### src/rtl/pn_pkg.sv
// Shared types and constants for the Polish Notation token feeder.
package pn_pkg;

  localparam int PN_MAX_TOK = 12;

  localparam logic [2:0] OP_ADD = 3'd0;
  localparam logic [2:0] OP_SUB = 3'd1;
  localparam logic [2:0] OP_MUL = 3'd2;
  localparam logic [2:0] OP_ABS = 3'd3;

  typedef enum logic [1:0] {
    FILL     = 2'd0,
    ISSUE    = 2'd1,
    WAIT_RES = 2'd2,
    GAP      = 2'd3
  } pn_state_e;

  typedef struct packed {
    logic       op;
    logic [2:0] val;
  } pn_tok_t;

  // Operator codes above OP_ABS are not understood by the evaluator.
  function automatic logic pn_bad_op(input pn_tok_t t);
    return t.op && (t.val > OP_ABS);
  endfunction

endpackage

### src/rtl/pn_tok_buf.sv
// Frame token store: one write port used while filling, one read port used while issuing.
module pn_tok_buf
  import pn_pkg::*;
#(
  parameter int DEPTH = PN_MAX_TOK,
  parameter int IW    = $clog2(DEPTH + 1)
) (
  input  logic          clk,
  input  logic          rst_n,
  input  logic          clr,
  input  logic          we,
  input  logic [IW-1:0] wr_idx,
  input  pn_tok_t       wr_tok,
  input  logic [IW-1:0] rd_idx,
  output pn_tok_t       rd_tok
);

  pn_tok_t [DEPTH-1:0] mem;

  // Clear wins over a same-cycle write so a rejected frame leaves nothing behind.
  always_ff @(posedge clk or negedge rst_n) begin
    if (!rst_n) begin
      mem <= '0;
    end else if (clr) begin
      mem <= '0;
    end else if (we) begin
      for (int i = 0; i < DEPTH; i++)
        if (wr_idx == IW'(i)) mem[i] <= wr_tok;
    end
  end

  always_comb begin
    rd_tok = '0;
    for (int i = 0; i < DEPTH; i++)
      if (rd_idx == IW'(i)) rd_tok = mem[i];
  end

endmodule

### src/rtl/pn_token_feeder.sv
// Buffers one host token frame, replays it to the PN evaluator as an unbroken burst,
// then waits for the evaluator's result burst (or a timeout) before taking the next frame.
module pn_token_feeder
  import pn_pkg::*;
#(
  parameter int MAX_TOK = PN_MAX_TOK,
  parameter int MIN_TOK = 3,
  parameter int GAP_CYC = 2,
  parameter int TIMEOUT = 64
) (
  input  logic       clk,
  input  logic       rst_n,
  input  logic       tok_valid,
  output logic       tok_ready,
  input  logic       tok_op,
  input  logic [2:0] tok_val,
  input  logic       tok_last,
  input  logic [1:0] frame_mode,
  output logic       pn_in_valid,
  output logic [1:0] pn_mode,
  output logic       pn_operator,
  output logic [2:0] pn_in,
  input  logic       pn_out_valid,
  output logic       busy,
  output logic       frame_done,
  output logic       err_len,
  output logic       err_op,
  output logic       err_timeout
);

  localparam int CW = $clog2(MAX_TOK + 1);
  localparam int TW = $clog2(TIMEOUT + 1);
  localparam int GW = $clog2(GAP_CYC + 1);
  localparam logic [CW-1:0] MAX_C = CW'(MAX_TOK);
  localparam logic [CW-1:0] MIN_C = CW'(MIN_TOK);
  localparam logic [TW-1:0] TMO_C = TW'(TIMEOUT);
  localparam logic [GW-1:0] GAP_C = GW'(GAP_CYC);

  pn_state_e     state, state_d;
  logic [CW-1:0] cnt, cnt_d, idx, idx_d;
  logic [1:0]    mode_q, mode_d;
  logic          ovf, ovf_d, bad, bad_d, ov_q, ov_d;
  logic [TW-1:0] tmo, tmo_d;
  logic [GW-1:0] gap_cnt, gap_d;

  logic          in_valid_d, operator_d, done_d, elen_d, eop_d, etmo_d;
  logic [1:0]    pn_mode_d;
  logic [2:0]    pn_in_d;

  logic          buf_we, buf_clr, tok_acc;
  pn_tok_t       wr_tok, rd_tok;

  assign tok_ready = (state == FILL);
  assign busy      = (state != FILL);
  assign tok_acc   = tok_valid && tok_ready;
  assign wr_tok    = '{op: tok_op, val: tok_val};

  pn_tok_buf #(.DEPTH(MAX_TOK), .IW(CW)) u_buf (
    .clk    (clk),
    .rst_n  (rst_n),
    .clr    (buf_clr),
    .we     (buf_we),
    .wr_idx (cnt),
    .wr_tok (wr_tok),
    .rd_idx (idx),
    .rd_tok (rd_tok)
  );

  always_comb begin
    state_d    = state;
    cnt_d      = cnt;
    idx_d      = idx;
    mode_d     = mode_q;
    ovf_d      = ovf;
    bad_d      = bad;
    tmo_d      = tmo;
    gap_d      = gap_cnt;
    ov_d       = 1'b0;
    buf_we     = 1'b0;
    buf_clr    = 1'b0;
    in_valid_d = 1'b0;
    pn_mode_d  = '0;
    operator_d = 1'b0;
    pn_in_d    = '0;
    done_d     = 1'b0;
    elen_d     = 1'b0;
    eop_d      = 1'b0;
    etmo_d     = 1'b0;

    case (state)
      FILL: begin
        if (tok_acc) begin
          if (cnt == '0 && !ovf) mode_d = frame_mode;
          if (cnt < MAX_C) begin
            buf_we = 1'b1;
            cnt_d  = cnt + CW'(1);
          end else begin
            ovf_d = 1'b1;
          end
          if (pn_bad_op(wr_tok)) bad_d = 1'b1;
          if (tok_last) begin
            // Length errors take precedence over a bad operator.
            if (ovf_d || cnt_d < MIN_C) elen_d = 1'b1;
            else if (bad_d)             eop_d  = 1'b1;
            if (elen_d || eop_d) begin
              buf_clr = 1'b1;
              cnt_d   = '0;
              ovf_d   = 1'b0;
              bad_d   = 1'b0;
            end else begin
              state_d = ISSUE;
              idx_d   = '0;
            end
          end
        end
      end

      ISSUE: begin
        in_valid_d = 1'b1;
        pn_mode_d  = mode_q;
        operator_d = rd_tok.op;
        pn_in_d    = rd_tok.val;
        idx_d      = idx + CW'(1);
        if (idx_d == cnt) begin
          state_d = WAIT_RES;
          tmo_d   = '0;
        end
      end

      WAIT_RES: begin
        ov_d = pn_out_valid;
        if (pn_out_valid) begin
          tmo_d = '0;
        end else begin
          if (tmo != TMO_C) tmo_d = tmo + TW'(1);
          // ov_q high with pn_out_valid low is the falling edge of the result burst.
          if (ov_q) begin
            done_d  = 1'b1;
            state_d = GAP;
            gap_d   = '0;
          end else if (tmo_d == TMO_C) begin
            etmo_d  = 1'b1;
            state_d = GAP;
            gap_d   = '0;
          end
        end
      end

      GAP: begin
        gap_d = gap_cnt + GW'(1);
        if (gap_d == GAP_C) begin
          state_d = FILL;
          cnt_d   = '0;
          idx_d   = '0;
          ovf_d   = 1'b0;
          bad_d   = 1'b0;
          buf_clr = 1'b1;
        end
      end

      default: state_d = FILL;
    endcase
  end

  always_ff @(posedge clk or negedge rst_n) begin
    if (!rst_n) begin
      state       <= FILL;
      cnt         <= '0;
      idx         <= '0;
      mode_q      <= '0;
      ovf         <= 1'b0;
      bad         <= 1'b0;
      tmo         <= '0;
      gap_cnt     <= '0;
      ov_q        <= 1'b0;
      pn_in_valid <= 1'b0;
      pn_mode     <= '0;
      pn_operator <= 1'b0;
      pn_in       <= '0;
      frame_done  <= 1'b0;
      err_len     <= 1'b0;
      err_op      <= 1'b0;
      err_timeout <= 1'b0;
    end else begin
      state       <= state_d;
      cnt         <= cnt_d;
      idx         <= idx_d;
      mode_q      <= mode_d;
      ovf         <= ovf_d;
      bad         <= bad_d;
      tmo         <= tmo_d;
      gap_cnt     <= gap_d;
      ov_q        <= ov_d;
      pn_in_valid <= in_valid_d;
      pn_mode     <= pn_mode_d;
      pn_operator <= operator_d;
      pn_in       <= pn_in_d;
      frame_done  <= done_d;
      err_len     <= elen_d;
      err_op      <= eop_d;
      err_timeout <= etmo_d;
    end
  end

endmodule

### config.mk
export PLATFORM = sky130hd
export DESIGN_NAME = pn_token_feeder
export DESIGN_NICKNAME = d
export VERILOG_FILES = /design/src/rtl/pn_pkg.sv /design/src/rtl/pn_tok_buf.sv /design/src/rtl/pn_token_feeder.sv
export SDC_FILE = /design/constraint.sdc
export NUM_CORES = 1
export LEC_CHECK = 0
export CORE_MARGIN = 8
export CORE_UTILIZATION = 25
export CTS_CLUSTER_SIZE = 25
export DETAILED_ROUTE_END_ITERATION = 10
export GPL_TIMING_DRIVEN = 0
export PLACE_DENSITY = 0.48
export SYNTH_ARGS = -nofsm -noshare
export SYNTH_HDL_FRONTEND = slang
export SYNTH_SLANG_ARGS = --single-unit
### constraint.sdc
create_clock -name clk -period 3.2 [get_ports clk]
set_input_delay 0.64 -clock clk [delete_from_list [all_inputs] [get_ports clk]]
set_output_delay 0.64 -clock clk [all_outputs]
set_load 0.02 [all_outputs]
## After elaboration in Yosys (flattened, before gate mapping)

Index checks and enable logic that the tools add are counted.
Widths: inputs -> output; s select.

- $add $sub $neg: 4
- $mul: 0
- Divide/modulo/power cells: 0
- $lt $le $gt $ge: 3
- Equal/unequal tests: 36
- Shift-type cells: 0
- Muxes and demuxes: 107
- Bitwise logic cells: 0
- Reduce and logical (&&, ||, !) cells: 45

Operators by type and width:

| kind | count |
|---|---|
| $mux 4 | 34 |
| $mux 48 | 2 |
| $mux 1 | 45 |
| $mux 7 | 5 |
| $reduce_bool 2->1 | 17 |
| $eq 4x3->1 const B | 8 |
| $eq 4x4->1 const B | 8 |
| $reduce_and 2->1 | 13 |
| $mux 2 | 12 |
| $eq 4x2->1 const B | 4 |
| $pmux 7 s2 | 1 |
| $pmux 4 s3 | 1 |
| $reduce_and 3->1 | 3 |
| $add 4x1->4 const B | 2 |
| $eq 4x1->1 const B | 2 |
| $logic_not 4->1 | 2 |
| $ne 2x2->1 const B | 4 |
| $pmux 2 s4 | 1 |
| $pmux 4 s2 | 1 |
| $add 7x1->7 const B | 1 |
| $eq 7x7->1 const B | 1 |
| $ne 7x7->1 const B | 1 |
| $reduce_and 7->1 | 1 |
| $eq 2x2->1 const B | 3 |
| other kinds (17) | 23 |

- Flip-flop bits (word level): 83
- Bits in latches: 0
- RAM bits: 0
- Bits in read-only memories: 0
- Input port bits: 11
- Word-level logic and storage cells: 236
- Memories kept: 0

## Logic depth before layout (Yosys ltp)

- Depth after elaboration: 17
- Gate-level depth with buffers: 10

## By module

Synthesis repeated with hierarchy kept, for this count alone.

- Cell total of the unflattened synthesis: 493
- Area, all modules: 4606.9 sq um

Modules (own cells, without submodules):

| module | instances | cells each | area an instance (sq um) | seq. area each (sq um) |
|---|---|---|---|---|
| pn_tok_buf | 1 | 291 | 2641.3 | 1201.2 |
| pn_token_feeder | 1 | 202 | 1965.6 | 875.8 |

## Worst setup path before layout

No wires, ideal clock.

- Path type: register to register
- Start: reg cnt[0]
- End: reg state[1]
- Arrival time: 2.053 ns
- Required time: 3.075 ns
- Path slack: 1.022 ns
- Stages on the path, launching flop included: 9
- Path buffers: 1
- Period minus slack after synthesis: 2.178 ns
- Path through: dfrtp_1 ha_1 buf_4 and2_1 a21oi_1 o311ai_1 o22a_1 a211o_1 mux2_4

- Longest elaborated chain between the ends: 13
- Elaborated cells between the ends (all ways): 23
- Those cells by class: add/sub (1); order compare (2); eq/ne (3); mux (14); reduce/logical (3)

Ends and longest elaborated chain:

| item | RTL line | source |
|---|---|---|
| from (decl) | pn_token_feeder.sv:40 | `logic [CW-1:0] cnt, cnt_d, idx, idx_d;` |
| from (signal assigned) | pn_token_feeder.sv:186 | `cnt <= cnt_d;` |
| $add 4x1->4 or $lt 4x4->1 (tied branches) | pn_token_feeder.sv:96, pn_token_feeder.sv:94 |  |
| $mux 4 | pn_token_feeder.sv:94 | `if (cnt < MAX_C) begin` |
| $mux 4 | pn_token_feeder.sv:92 | `if (tok_acc) begin` |
| $mux 4 | pn_token_feeder.sv:90 | `case (state)` |
| $lt 4x2->1 | pn_token_feeder.sv:103 | `if (ovf_d \|\| cnt_d < MIN_C) elen_d = 1'b1;` |
| $logic_or 1x1->1 | pn_token_feeder.sv:103 |  |
| $mux 1 | pn_token_feeder.sv:103 |  |
| $mux 1 | pn_token_feeder.sv:101 | `if (tok_last) begin` |
| $mux 1 | pn_token_feeder.sv:92 |  |
| $mux 1 | pn_token_feeder.sv:90 |  |
| $logic_or 1x1->1 | pn_token_feeder.sv:105 | `if (elen_d \|\| eop_d) begin` |
| $ne 2x2->1 (no line) | -- |  |
| $reduce_and 7->1 (no line) * | -- |  |
| to (signal assigned) | pn_token_feeder.sv:185 | `state <= state_d;` |
| to (decl) | pn_token_feeder.sv:39 | `pn_state_e state, state_d;` |

Mark *: on every way between the ends. The rest lies on a longest branch, timed or not. The select of a mux whose other input is x is not followed.
A chain may end at the register's enable or synchronous reset.

## Final worst setup path

- Start: reg cnt[0]
- End: reg u_buf.mem[32] in the netlist's numbering

- Longest elaborated chain between the ends: 17
- Elaborated cells between the ends (all ways): 31
- Those cells by class: add/sub (1); order compare (2); eq/ne (1); mux (22); reduce/logical (5)

Ends and longest elaborated chain:

| item | RTL line | source |
|---|---|---|
| $add 4x1->4 or $lt 4x4->1 (tied branches) | pn_token_feeder.sv:96, pn_token_feeder.sv:94 |  |
| $mux 4 | pn_token_feeder.sv:94 |  |
| $mux 4 | pn_token_feeder.sv:92 |  |
| $mux 4 | pn_token_feeder.sv:90 |  |
| $lt 4x2->1 | pn_token_feeder.sv:103 |  |
| $logic_or 1x1->1 | pn_token_feeder.sv:103 |  |
| $mux 1 | pn_token_feeder.sv:103 |  |
| $mux 1 | pn_token_feeder.sv:101 |  |
| $mux 1 | pn_token_feeder.sv:92 |  |
| $mux 1 | pn_token_feeder.sv:90 |  |
| $logic_or 1x1->1 | pn_token_feeder.sv:105 |  |
| $mux 1 | pn_token_feeder.sv:105 |  |
| $mux 1 | pn_token_feeder.sv:101 |  |
| $mux 1 | pn_token_feeder.sv:92 |  |
| $pmux 1 s2 | pn_token_feeder.sv:90 |  |
| $reduce_bool 2->1 (no line) | -- |  |
| $reduce_and 2->1 (no line) | -- |  |
| to (signal, indexed assignment) | pn_tok_buf.sv:28 | `if (wr_idx == IW'(i)) mem[i] <= wr_tok;` |
| to (decl) | pn_tok_buf.sv:18 | `pn_tok_t [DEPTH-1:0] mem;` |

Several ways; a longest one is shown, not always the timed one. The select of a mux whose other input is x is not followed.

==> metrics.txt <==
Tcrit/Tclk final 86.1%; Clock power frac 26.5%; Yosys top cell area share 46.6%; Area contributors post-synth dfrtp_1, a21oi_1, nand2_1; final setup fails 0; largest family of logic cells by synthesized area simple AND/OR/NAND/NOR gates; postcts setup bufs 0; mux cell area share after synthesis 1.10%; CTS max path bufs 2; share of power burned in registers roughly a third; initial DRC count 270; mapped cell area 0.00446 sq mm; post-DP HPWL 9260 um; clk_skew ~0.0064 ns; Die W 150 um; Compound-Gate Fraction of Synth Area 19.7%; VDD IR max 315 uV; XOR/XNOR Fraction of Synth Area 1.97%; Pwr per Cell Area 844 mW/mm^2; status completed; Clock transition at path regs 0.06 ns; core area 0.0177 sq mm; Setup TNS 0 ns; Seq/Total Area, Yosys 46.6%; Remaining DRCs 0; RSZ-0062 raised after global routing false; commonest non-fill, non-tap cell in the layout nand2_1; Worst Max-Slew Pin Slew 0.780 ns; ANT cells 0; FP Rows approximately 50; H-tree Lvls 3; clock buffer count from CTS 9; fin crit period around 2.8 ns; Crit path required time 3.41 ns; WP data arrival 2.97 ns; clock sink total 83; Starting Density around a quarter; routability cong. ~0.86; Top-Level Pins 24; Hold Crit Class primary input to async pin; cell taking the most area after synthesis dfrtp_1; hold buffer count at cts 0; clock insertion delay at the later pin of the skew report 0.34 ns; Crit Path Class flop to flop; Syn Area/Cell 8.65 sq um; DR WL/cell about 16 um; via count 3823; final worst slack roughly 0.45 ns; Cell Count, Final, Fillers Out a little under 800; Final nets 576; Post-CTS Resized 0; Antenna Nets Post-Route 0; CTS Root Cell clkbuf_16; headroom to the max-slew limit 47.7%; Die Height ~150 um; area grow syn2layout 19.8%; commonest non-fill, non-tap cells in the layout nand2_1, dfrtp_1, a21oi_1; first-pass detailed-route iteration total 5; PortBufs 23; post-synthesis sequential element count 83; Int Power roughly 2.7 mW; Synth Area in Simple Gates about 22%; Top FF cell, synth dfrtp_1; Synth Area in Adders 4.21%; Worst Setup End Kind flop; synth unique cells 46; startpoint types flop; GRT Overall Usage 11.8%; dpl ws 0.341 ns; fmax 0.363 GHz; Psw 1.77 mW; combinational share of power 41.6%; layout cell share with drive strength beyond 1 6.68%; Switching Fraction roughly two fifths; Fin. Hold Viols 0; YS warnings 0; initial antenna violation count 0; end-of-flow core utilization 30.1%; Post-Route WL 12800 um; vias in the first global route 3850; leakage power between 2 and 2.5 nW; final slew viol count 0; Total Die Area 0.0224 sq mm; synthesized netlist net count 541; first-pass GRT wire length 20800 um; Layout fillers 1870; largest net degree at the start of global routing 50; critical-path maximum fanout 10; Synth Instances 515; number of synthesized flops with an enable pin 0; post-DR vias/cell 4.88; maxcap violations 0; Placed Instances 768; ys async rst share 100%; TritonCTS clock tree yes; GRT overflow 0
==> routing by layer <==
| layer | wire length [um] | GRT usage [%] | up-vias |
|---|---|---|---|
| met2 | 6220 | 19.7 | 100 |
| li1 | - | - | 1881 |
| met1 | 5680 | 14.9 | 1827 |
| met4 | 178 | 4.04 | 0 |
| met5 | 0 | 0 | - |
| met3 | 679 | 2.36 | 15 |
==> sequential cells by signal, summed over array words and instances, names as in the netlist, 2 cells and up <==
name	flops
cnt	4
gap_cnt	2
idx	4
mode_q	2
pn_in	3
pn_mode	2
state	2
tmo	7
u_buf.mem	48
==> cell usage after synthesis, types with 2 or more instances <==
library cell and number:
o22ai_1 6, nor2_1 15, nor3_1 7, o22a_1 3
nor3b_1 2, o2bb2ai_1 2, xor2_1 6, o2111ai_1 2
a211o_1 3, mux2_2 3, buf_2 5, a22oi_1 5
nand2b_1 7, a31oi_1 5, and3_1 2, a22o_1 4
nor2b_1 13, dfrtp_1 83, a21oi_1 71, or2_2 5
nand3_1 53, xnor2_1 4, buf_4 2, a221oi_1 6
nand2_1 93, and2_1 4, o21ai_0 24, nand3b_1 2
o31ai_1 7, ha_1 15, clkbuf_1 24, inv_1 18
==> worst max-delay path, stage by stage (launching register included) <==
cell and delay (ns):
dfrtp_1 0.51, inv_1 0.11, ha_1 0.32, nor2b_1 0.15, o311ai_1 0.44, nand2b_1 0.11
a21oi_1 0.28, buf_2 0.34, buf_2 0.29, a21oi_1 0.08
==> power by group through the flow <==
| stage | clock, mW | sequential [mW] | combinational, mW |
|---|---|---|---|
| 2_1_floorplan | 0 | 1.46 | 1.23 |
| 3_3_place_gp | 0 | 1.45 | 1.84 |
| 3_5_place_dp | 0 | 1.46 | 1.87 |
| 4_1_cts | 1.21 | 1.44 | 1.87 |
| 5_1_grt | 1.25 | 1.47 | 2.11 |
| 6_report | 1.19 | 1.44 | 1.87 |
==> final cells by class <==
cell class	count	area (sq um)	share of cell area, %
Multi-Input combinational cell	382	2180	40.8
Sequential cell	83	2080	38.9
Tap cell	229	287	5.37
Timing Repair Buffer	24	255	4.78
Clock buffer	9	225	4.22
Buffer	32	134	2.51
Clock inverter	6	114	2.13
Inverter	18	67.6	1.27
==> through the flow <==
step                      cell area, sq um  hold WS, ns  total power, mW
after global placement                4970        0.461             3.29
after floorplan                       4460        0.344             2.69
after global routing                  5340        0.296             4.83
after detailed placement              5000        0.461             3.32
after CTS                             5340        0.284             4.52
final                                 5340        0.265             4.50
==> logic make-up (layout without fill, tap and decap cells) <==
logic type,count (synthesis),after routing
XOR/XNOR,10,10
buffers and inverters,50,89
flip-flops,83,83
AND/OR/NAND/NOR,208,208
AO/OA/AOI/OAI,145,145
adder cells (fa/ha/maj),15,15
multiplexers,4,4
==> final timing paths <==
check	startpoint	end	slack [ns]	depth (start not counted)
hold reg to reg	ov_q$_DFF_PN0_	err_timeout$_DFF_PN0_	0.46	1
min in group clk	ov_q$_DFF_PN0_	err_timeout$_DFF_PN0_	0.46	1
max in group asynchronous	rst_n	err_op$_DFF_PN0_	2.33	2
setup reg to reg	cnt[0]$_DFFE_PN0P_	u_buf.mem[32]$_DFFE_PN0P_	0.45	9
hold / removal	rst_n	pn_in[2]$_DFF_PN0_	0.27	1
setup / recovery	cnt[0]$_DFFE_PN0P_	u_buf.mem[32]$_DFFE_PN0P_	0.45	9
No activity file was read; power rests on OpenSTA's default activity.
